<file path="config.mk">
export PLATFORM = sky130hd
export DESIGN_NAME = pipe_stage_buf
export DESIGN_NICKNAME = d
export VERILOG_FILES = /design/src/rtl/pipe_stage_buf.sv
export SDC_FILE = /design/constraint.sdc
export NUM_CORES = 1
export LEC_CHECK = 0
export ABC_CLOCK_PERIOD_IN_PS = 3000
export BUFFER_PORTS_ARGS = -buffer_cell sky130_fd_sc_hd__buf_2
export CAP_MARGIN = 15
export CORE_UTILIZATION = 45
export CTS_CLUSTER_SIZE = 10
export DETAILED_ROUTE_END_ITERATION = 8
export GPL_TIMING_DRIVEN = 0
export PLACE_DENSITY = 0.76
export SLEW_MARGIN = 20
export SYNTH_ARGS = -nofsm -noshare
export SYNTH_HDL_FRONTEND = slang
export SYNTH_SLANG_ARGS = --single-unit
</file>
<file path="constraint.sdc">
create_clock -name clk -period 3 [get_ports clk]
set_clock_uncertainty 0.05 [all_clocks]
set_input_delay 0.6 -clock clk [delete_from_list [all_inputs] [get_ports clk]]
set_output_delay 0.6 -clock clk [all_outputs]
set_load 0.01 [all_outputs]
</file>
<file path="src/rtl/pipe_stage_buf.sv">
// Elastic pipeline stage register with a two-entry skid buffer, synchronous flush
// and a saturating downstream-stall counter.
module pipe_stage_buf #(
  parameter int unsigned DATA_W = 32,
  parameter int unsigned CTRL_W = 8,
  parameter int unsigned CNT_W  = 16
) (
  input  logic              clk,
  input  logic              reset,
  input  logic              flush,
  input  logic              stat_clr,
  input  logic              in_valid,
  output logic              in_ready,
  input  logic [CTRL_W-1:0] in_ctrl,
  input  logic [DATA_W-1:0] in_data,
  output logic              out_valid,
  input  logic              out_ready,
  output logic [CTRL_W-1:0] out_ctrl,
  output logic [DATA_W-1:0] out_data,
  output logic [CNT_W-1:0]  stall_cnt
);

  typedef enum logic [1:0] {
    EMPTY = 2'd0,
    BUSY  = 2'd1,
    FULL  = 2'd2
  } state_t;

  state_t state, state_nxt;

  logic [CTRL_W-1:0] main_ctrl, skid_ctrl;
  logic [DATA_W-1:0] main_data, skid_data;

  logic in_xfer, out_xfer;
  logic load_main_in, load_main_skid, load_skid, clr_main;

  assign in_ready  = (state != FULL);
  assign out_valid = (state != EMPTY);
  assign out_ctrl  = main_ctrl;
  assign out_data  = main_data;

  assign in_xfer  = in_valid & in_ready;
  assign out_xfer = out_valid & out_ready;

  always_ff @(posedge clk or posedge reset) begin
    if (reset) state <= EMPTY;
    else       state <= state_nxt;
  end

  // Flush overrides every transition; the clearing of control fields is done in
  // the datapath so the load strobes here never fire on a flush cycle.
  always_comb begin
    state_nxt      = state;
    load_main_in   = 1'b0;
    load_main_skid = 1'b0;
    load_skid      = 1'b0;
    clr_main       = 1'b0;
    if (flush) begin
      state_nxt = EMPTY;
    end else begin
      unique case (state)
        EMPTY: begin
          if (in_xfer) begin
            load_main_in = 1'b1;
            state_nxt    = BUSY;
          end
        end
        BUSY: begin
          if (in_xfer && out_xfer) begin
            load_main_in = 1'b1;
          end else if (in_xfer) begin
            load_skid = 1'b1;
            state_nxt = FULL;
          end else if (out_xfer) begin
            clr_main  = 1'b1;
            state_nxt = EMPTY;
          end
        end
        FULL: begin
          if (out_xfer) begin
            load_main_skid = 1'b1;
            state_nxt      = BUSY;
          end
        end
        default: state_nxt = EMPTY;
      endcase
    end
  end

  always_ff @(posedge clk or posedge reset) begin
    if (reset) begin
      main_ctrl <= '0;
      main_data <= '0;
      skid_ctrl <= '0;
      skid_data <= '0;
    end else if (flush) begin
      main_ctrl <= '0;
      skid_ctrl <= '0;
    end else begin
      if (load_main_in) begin
        main_ctrl <= in_ctrl;
        main_data <= in_data;
      end else if (load_main_skid) begin
        main_ctrl <= skid_ctrl;
        main_data <= skid_data;
      end else if (clr_main) begin
        main_ctrl <= '0;
      end
      if (load_skid) begin
        skid_ctrl <= in_ctrl;
        skid_data <= in_data;
      end
    end
  end

  always_ff @(posedge clk or posedge reset) begin
    if (reset)
      stall_cnt <= '0;
    else if (stat_clr)
      stall_cnt <= '0;
    else if (out_valid && !out_ready && (stall_cnt != '1))
      stall_cnt <= stall_cnt + 1'b1;
  end

endmodule

</file>
==> flow_summary_export.csv, run 1 <==
group,metric,value,unit
yosys,ys.flop_type,"dfrtp_1",
min_path,hold_class,"in -> async",
cts,cts_resized,0,
detailed_routing,vias,3323,
sta,slew_viol_final,0,
yosys,ys_ff_latch,98,
floorplanning,num_io_pins,104,
grt,grt_max_degree,35,
sta,final_hold_viol_count,0,
final_layout,nFillCells,839,
critical_path,crit_path_start_kind,"register",
detailed_routing,drt_wl_total,9351,um
cts,holdBufCountCts,0,
detailed_routing,dr.pass1.iters,4,
job,drv_cap,0,
cts,postCtsSetupRepairBufs,0,
floorplanning,start_util,0.4679,
final_layout,final_layout_size_suffix_gt1_frac,0.3719,
cts,clkTransAtPathRegs,0.10,ns
yosys,async_reset_ff_frac,1.000,
power,peakVddDrop,255.8,uV
grt,grt_pass1_vias,3255,
power,p_total,2951,uW
cts,root_buffer,"clkbuf_8",
yosys,synth_edf_count,0,
grt,overflow,0,
critical_path,cp.arrival,2.22,ns
power,power_density,559.5,mW/mm2
cts,cts.sinks,98,
detailed_routing,drc,0,
yosys,postSynthAreaPerCell,11.99,um2
yosys,synth_area,0.004364,mm2
floorplanning,dieArea,0.01010,mm2
critical_path,required,3.19,ns
sta,finalSetupViolCount,0,
cts,clk_path_buf_depth,2,
yosys,synth_cells,364,
grt,grt_pass1_wl,15410,um
detailed_routing,ant_nets,0,
final_layout,areaGrowthSynthToFinish,20.87,%
yosys,mappedNetlistNets,411,
floorplanning,die_w,100.5,um
floorplanning,fp.coreArea,0.009328,mm2
sta,clock.fmax,0.4940,GHz
grt,grt_usage,0.1950,
placed_design,place_hpwl,6797,um
placed_design,gp_congestion,0.8412,
final_layout,n_antenna_cell,0,
sta,setup_tns,0,ns
placed_design,dp.cells,597,
floorplanning,dieHeight,100.5,um
final_layout,finalNonFillerCells,613,
power,p_leak,0.002661,uW
yosys,yosysSeqAreaShare,0.5619,
cts,cts_max_level,3,
detailed_routing,via_per_inst,5.421,
cts,cts_made_buffers,9,
sta,rsz0062_at_grt,"false",
grt,grt_antenna_before_repair,0,
sta,fin_crit_sh,0.6748,
cts,cts_tree,"done",
critical_path,critPathMaxFanout,7,
floorplanning,core.rowCount,35,
sta,worst_pin_slew,0.7626,ns
yosys,ys_warn_count,0,
placed_design,io_buffers,102,
critical_path,cp-end-kind,"register",
final_layout,fin_nets,526,
detailed_routing,drtIter0Drc,102,
detailed_routing,post_drt_wl_per_cell,15.25,um
sta,slew_headroom,0.4905,
sta,fin_crit,2.024,ns
critical_path,path_class,"reg -> reg",
yosys,ys_types,50,
run_status,status,"finished clean",
cts,clk_latency,0.36,ns
-- routing by layer --
metal / wire [um] / global-route usage / up-vias / share of wire
met2: 4546 / 0.3330 / 94 / 0.49
met5: 0 / 0 / - / 0
li1: - / - / 1590 / -
met4: 81 / 0.04348 / 0 / 0.0087
met1: 4276 / 0.2516 / 1628 / 0.46
met3: 446 / 0.04785 / 11 / 0.048
-- worst max-delay path, cell delays in order, from the launching register on --
cell and delay, ns:
dfrtp_1 0.42, ha_1 0.32, and3_1 0.27, nand2_1 0.16, nor4_1 0.32, mux2_2 0.37
-- final timing paths --
path / start / end / slack, ns / depth (start not counted)
hold / removal: reset / skid_ctrl[1]$_DFFE_PP0P_ / 0.32 / 2
setup reg to reg: stall_cnt[0]$_DFFE_PP0P_ / stall_cnt[14]$_DFFE_PP0P_ / 0.98 / 5
hold reg to reg: out_ctrl[2]$_DFFE_PP0P_ / out_ctrl[2]$_DFFE_PP0P_ / 0.43 / 1
max in group asynchronous: reset / out_data[28]$_DFFE_PP0P_ / 1.74 / 4
setup / recovery: stall_cnt[0]$_DFFE_PP0P_ / stall_cnt[14]$_DFFE_PP0P_ / 0.98 / 5
min in group clk: in_data[28] / skid_data[28]$_DFFE_PP0P_ / 0.42 / 2
-- cells by family (layout without fill, tap and decap cells) --
| logic type | after synthesis | after routing | share of synthesized area |
|---|---|---|---|
| AND/OR/NAND/NOR | 86 | 86 | 0.1121 |
| flip-flops | 98 | 98 | 0.5619 |
| AO/OA/AOI/OAI | 120 | 120 | 0.2044 |
| multiplexers | 35 | 35 | 0.09002 |
| adder cells (fa/ha/maj) | 1 | 1 | 0.002867 |
| buffers and inverters | 24 | 144 | 0.02867 |
-- flip-flops by register name, indices dropped and copies added (netlist names) --
name,flops
state,2
out_data,32
out_ctrl,8
stall_cnt,16
skid_ctrl,8
skid_data,32
-- stage by stage --
step	hold WS (ns)	setup WS, ns	area [um2]	utilization
2_1_floorplan	0.4090	1.188	4368	-
3_3_place_gp	0.4024	0.5440	5040	0.5403
3_5_place_dp	0.4095	0.8615	5080	0.5446
4_1_cts	0.3207	0.9905	5275	0.5655
5_1_grt	0.3529	0.8217	5275	0.5655
6_report	0.3170	0.9757	5275	0.5655
-- cells in the final DEF (no fill, tap or decap), drive strengths merged, types with 3 or more instances in the layout --
cell type and count:
a211oi 4, a21o 36, a21oi 23, a22o 36, buf 121, clkbuf 13
clkinv 4, dfrtp 98, inv 5, mux2 34, nand2 27, nand2b 4
nand3 5, nand4 7, nor2 13, nor2b 4, nor3 4, nor4 4
o21ai 6, o2bb2ai 4, o31ai 4, or3 5, or4 3
-- cell usage after synthesis, types with 2 or more instances --
master | number | area share
buf_2 | 12 | 0.014
or3_1 | 5 | 0.0072
a22o_1 | 36 | 0.072
o31ai_1 | 4 | 0.0069
o2bb2ai_1 | 4 | 0.0080
nor4_1 | 3 | 0.0043
a21oi_1 | 23 | 0.026
mux2_2 | 31 | 0.080
a41oi_1 | 2 | 0.0040
nand3_1 | 4 | 0.0046
inv_1 | 4 | 0.0034
dfrtp_1 | 98 | 0.56
a211oi_1 | 4 | 0.0069
clkbuf_1 | 2 | 0.0017
o21ai_0 | 6 | 0.0069
buf_4 | 3 | 0.0052
nand2_1 | 26 | 0.022
or4_1 | 3 | 0.0052
nor3_1 | 3 | 0.0034
mux2_1 | 3 | 0.0077
nand4_1 | 6 | 0.0086
nor2_1 | 12 | 0.010
a21o_1 | 36 | 0.062
nand2b_1 | 4 | 0.0057
and3_1 | 2 | 0.0029
nor2b_1 | 4 | 0.0057
-- power by group --
group	total, uW	internal [uW]	leakage, uW	switching [uW]
Clock	824	342	0.000100	482
Combinational	491	261	0.00131	229
Sequential	1640	1530	0.00126	106
Total	2950	2130	0.00266	817
-- layout make-up --
class	instances	area, um2	area share
buffer	20	110.1	0.02087
tap	129	161.4	0.03060
clock buffer	10	137.6	0.02609
multi-input combinational	242	1787	0.3387
clock inverter	6	57.56	0.01091
sequential	98	2452	0.4649
timing repair buffer	104	550.5	0.1044
inverter	4	18.77	0.003558
Note: power is estimated with default switching activity, not from simulation.
==> inputs of run 2 (changes only) <==
- ABC_CLOCK_PERIOD_IN_PS: 3000 -> 1820
- clock period: 3 -> 1.82 ns (I/O delays scaled with it)
==> run 2 against run 1 <==
  * Design area rose by 2.4%
  * Total power grew 66%
  * Clock power rose by 65%
  * Fmax rose by 17%
  * Core utilization grew 1.3 points
  * Critical path type unchanged
  * Critical endpoint unchanged
  * Largest cell class unchanged
==> flow_summary_export.csv, run 2 (synthesis results as in run 1) <==
group,metric,value,unit
run_status,status,"finished clean",
cts,root_buffer,"clkbuf_8",
grt,grt_antenna_before_repair,0,
cts,cts.sinks,98,
sta,slew_headroom,0.4924,
power,peakVddDrop,418.2,uV
final_layout,final_layout_size_suffix_gt1_frac,0.4016,
critical_path,r2r_slack,0.08,ns
cts,clkTransAtPathRegs,0.10,ns
detailed_routing,ant_nets,0,
sta,fin_crit,1.735,ns
cts,cts_tree,"done",
power,power_density,905.4,mW/mm2
placed_design,gp_congestion,0.8412,
grt,grt_pass1_wl,15640,um
final_layout,final_common_cell,"buf_2",
floorplanning,dieHeight,100.5,um
sta,slew_viol_final,0,
detailed_routing,drtIter0Drc,92,
final_layout,fin_nets,530,
sta,finalSetupViolCount,0,
detailed_routing,via_per_inst,5.425,
cts,cts_max_level,3,
critical_path,crit_path_start_kind,"register",
job,drv_cap,0,
final_layout,post-route-util,0.5789,
critical_path,required,2.01,ns
detailed_routing,dr.pass1.iters,4,
final_layout,design_area,0.005400,mm2
sta,clock.fmax,0.5763,GHz
floorplanning,num_io_pins,104,
floorplanning,dieArea,0.01010,mm2
critical_path,timing.rr.start,"stall_cnt[4]$_DFFE_PP0P_",
placed_design,place_ws,-0.1744,ns
sta,final_hold_viol_count,0,
grt,grt_max_degree,35,
placed_design,placed_area,0.005080,mm2
detailed_routing,post_drt_wl_per_cell,15.45,um
critical_path,path_class,"reg -> reg",
detailed_routing,drc,0,
detailed_routing,vias,3347,
grt,grt_usage,0.1976,
final_layout,areaGrowthSynthToFinish,23.74,%
cts,holdBufCountCts,0,
cts,clk_latency,0.36,ns
grt,overflow,0,
critical_path,cp.arrival,1.93,ns
floorplanning,core.rowCount,35,
grt,grt_pass1_vias,3311,
floorplanning,fp.coreArea,0.009328,mm2
cts,clk_path_buf_depth,2,
floorplanning,start_util,0.4679,
floorplanning,die_w,100.5,um
sta,fin_crit_sh,0.9535,
critical_path,cp-end-kind,"register",
placed_design,io_buffers,102,
min_path,hold_class,"in -> async",
cts,cts_made_buffers,9,
placed_design,place_hpwl,6797,um
final_layout,layout_common_cells,"114 x buf_2, 95 x dfrtp_1, 36 x a22o_1, 36 x a21o_1, 31 x mux2_2",
sta,worst_pin_slew,0.7598,ns
detailed_routing,drt_wl_total,9534,um
final_layout,n_antenna_cell,0,
critical_path,critPathLaunch,"stall_cnt[4]$_DFFE_PP0P_",
final_layout,nFillCells,823,
sta,finalWorstSetupSlack,0.08470,ns
critical_path,critPathMaxFanout,8,
power,p_leak,0.002710,uW
final_layout,finalNonFillerCells,617,
power,p_total,4889,uW
placed_design,dp.cells,597,
==> run 2: cell types whose count changed in the layout (fill, tap and decap cells not counted), sizes merged <==
cell	change
buf	+4
==> run 2: final timing paths <==
check	end	cells past startpoint
setup / recovery	stall_cnt[14]$_DFFE_PP0P_	4
hold / removal	stall_cnt[9]$_DFFE_PP0P_	2
setup reg to reg	stall_cnt[14]$_DFFE_PP0P_	4
hold reg to reg	out_ctrl[2]$_DFFE_PP0P_	1
max in group asynchronous	out_data[28]$_DFFE_PP0P_	4
min in group clk	skid_data[28]$_DFFE_PP0P_	2
==> run 2: what timing repair did <==
item,in CTS,in global routing
setup buffers,2,2
setup endpoints to repair,14,78
pin swaps,1,4
resized for setup,6,15
==> run 2: per-stage QoR <==
step                      hold WS, ns  setup TNS, ns
after floorplan                0.3808              0
after global placement         0.4024         -39.26
after detailed placement       0.4095         -1.851
after CTS                     0.08465              0
after global routing           0.1169      -0.009129
final                         0.07896              0
==> run 2: metal layers <==
metal / GRT usage / vias to the layer above / wire [um]
met5: 0 / - / 0
met4: 0.04348 / 0 / 60
met3: 0.04924 / 7 / 454
met2: 0.3383 / 87 / 4734
met1: 0.2540 / 1645 / 4285
li1: - / 1608 / -
==> run 2: power by group <==
| part | switching [uW] | leakage, uW | internal, uW |
|---|---|---|---|
| registers | 174 | 0.00125 | 2520 |
| clock network | 797 | 0.000100 | 564 |
| logic | 388 | 0.00136 | 442 |
==> run 2: cell type report <==
type                    count  area, um2  share of cell area
well taps                 129      161.4             0.02989
repair buffers            108      580.6              0.1075
clock buffers              10      137.6             0.02549
plain buffers              20      121.4             0.02247
inverters                   4      18.77            0.003475
flip-flops and latches     98       2456              0.4548
multi-input cells         242       1867              0.3457
clock inverters             6      57.56             0.01066
==> run 2: critical path, cell delays in order, from the launching register on <==
cell	delay (ns)
dfrtp_1	0.50
and4_4	0.32
nand3_4	0.10
nor4_2	0.29
mux2_2	0.36
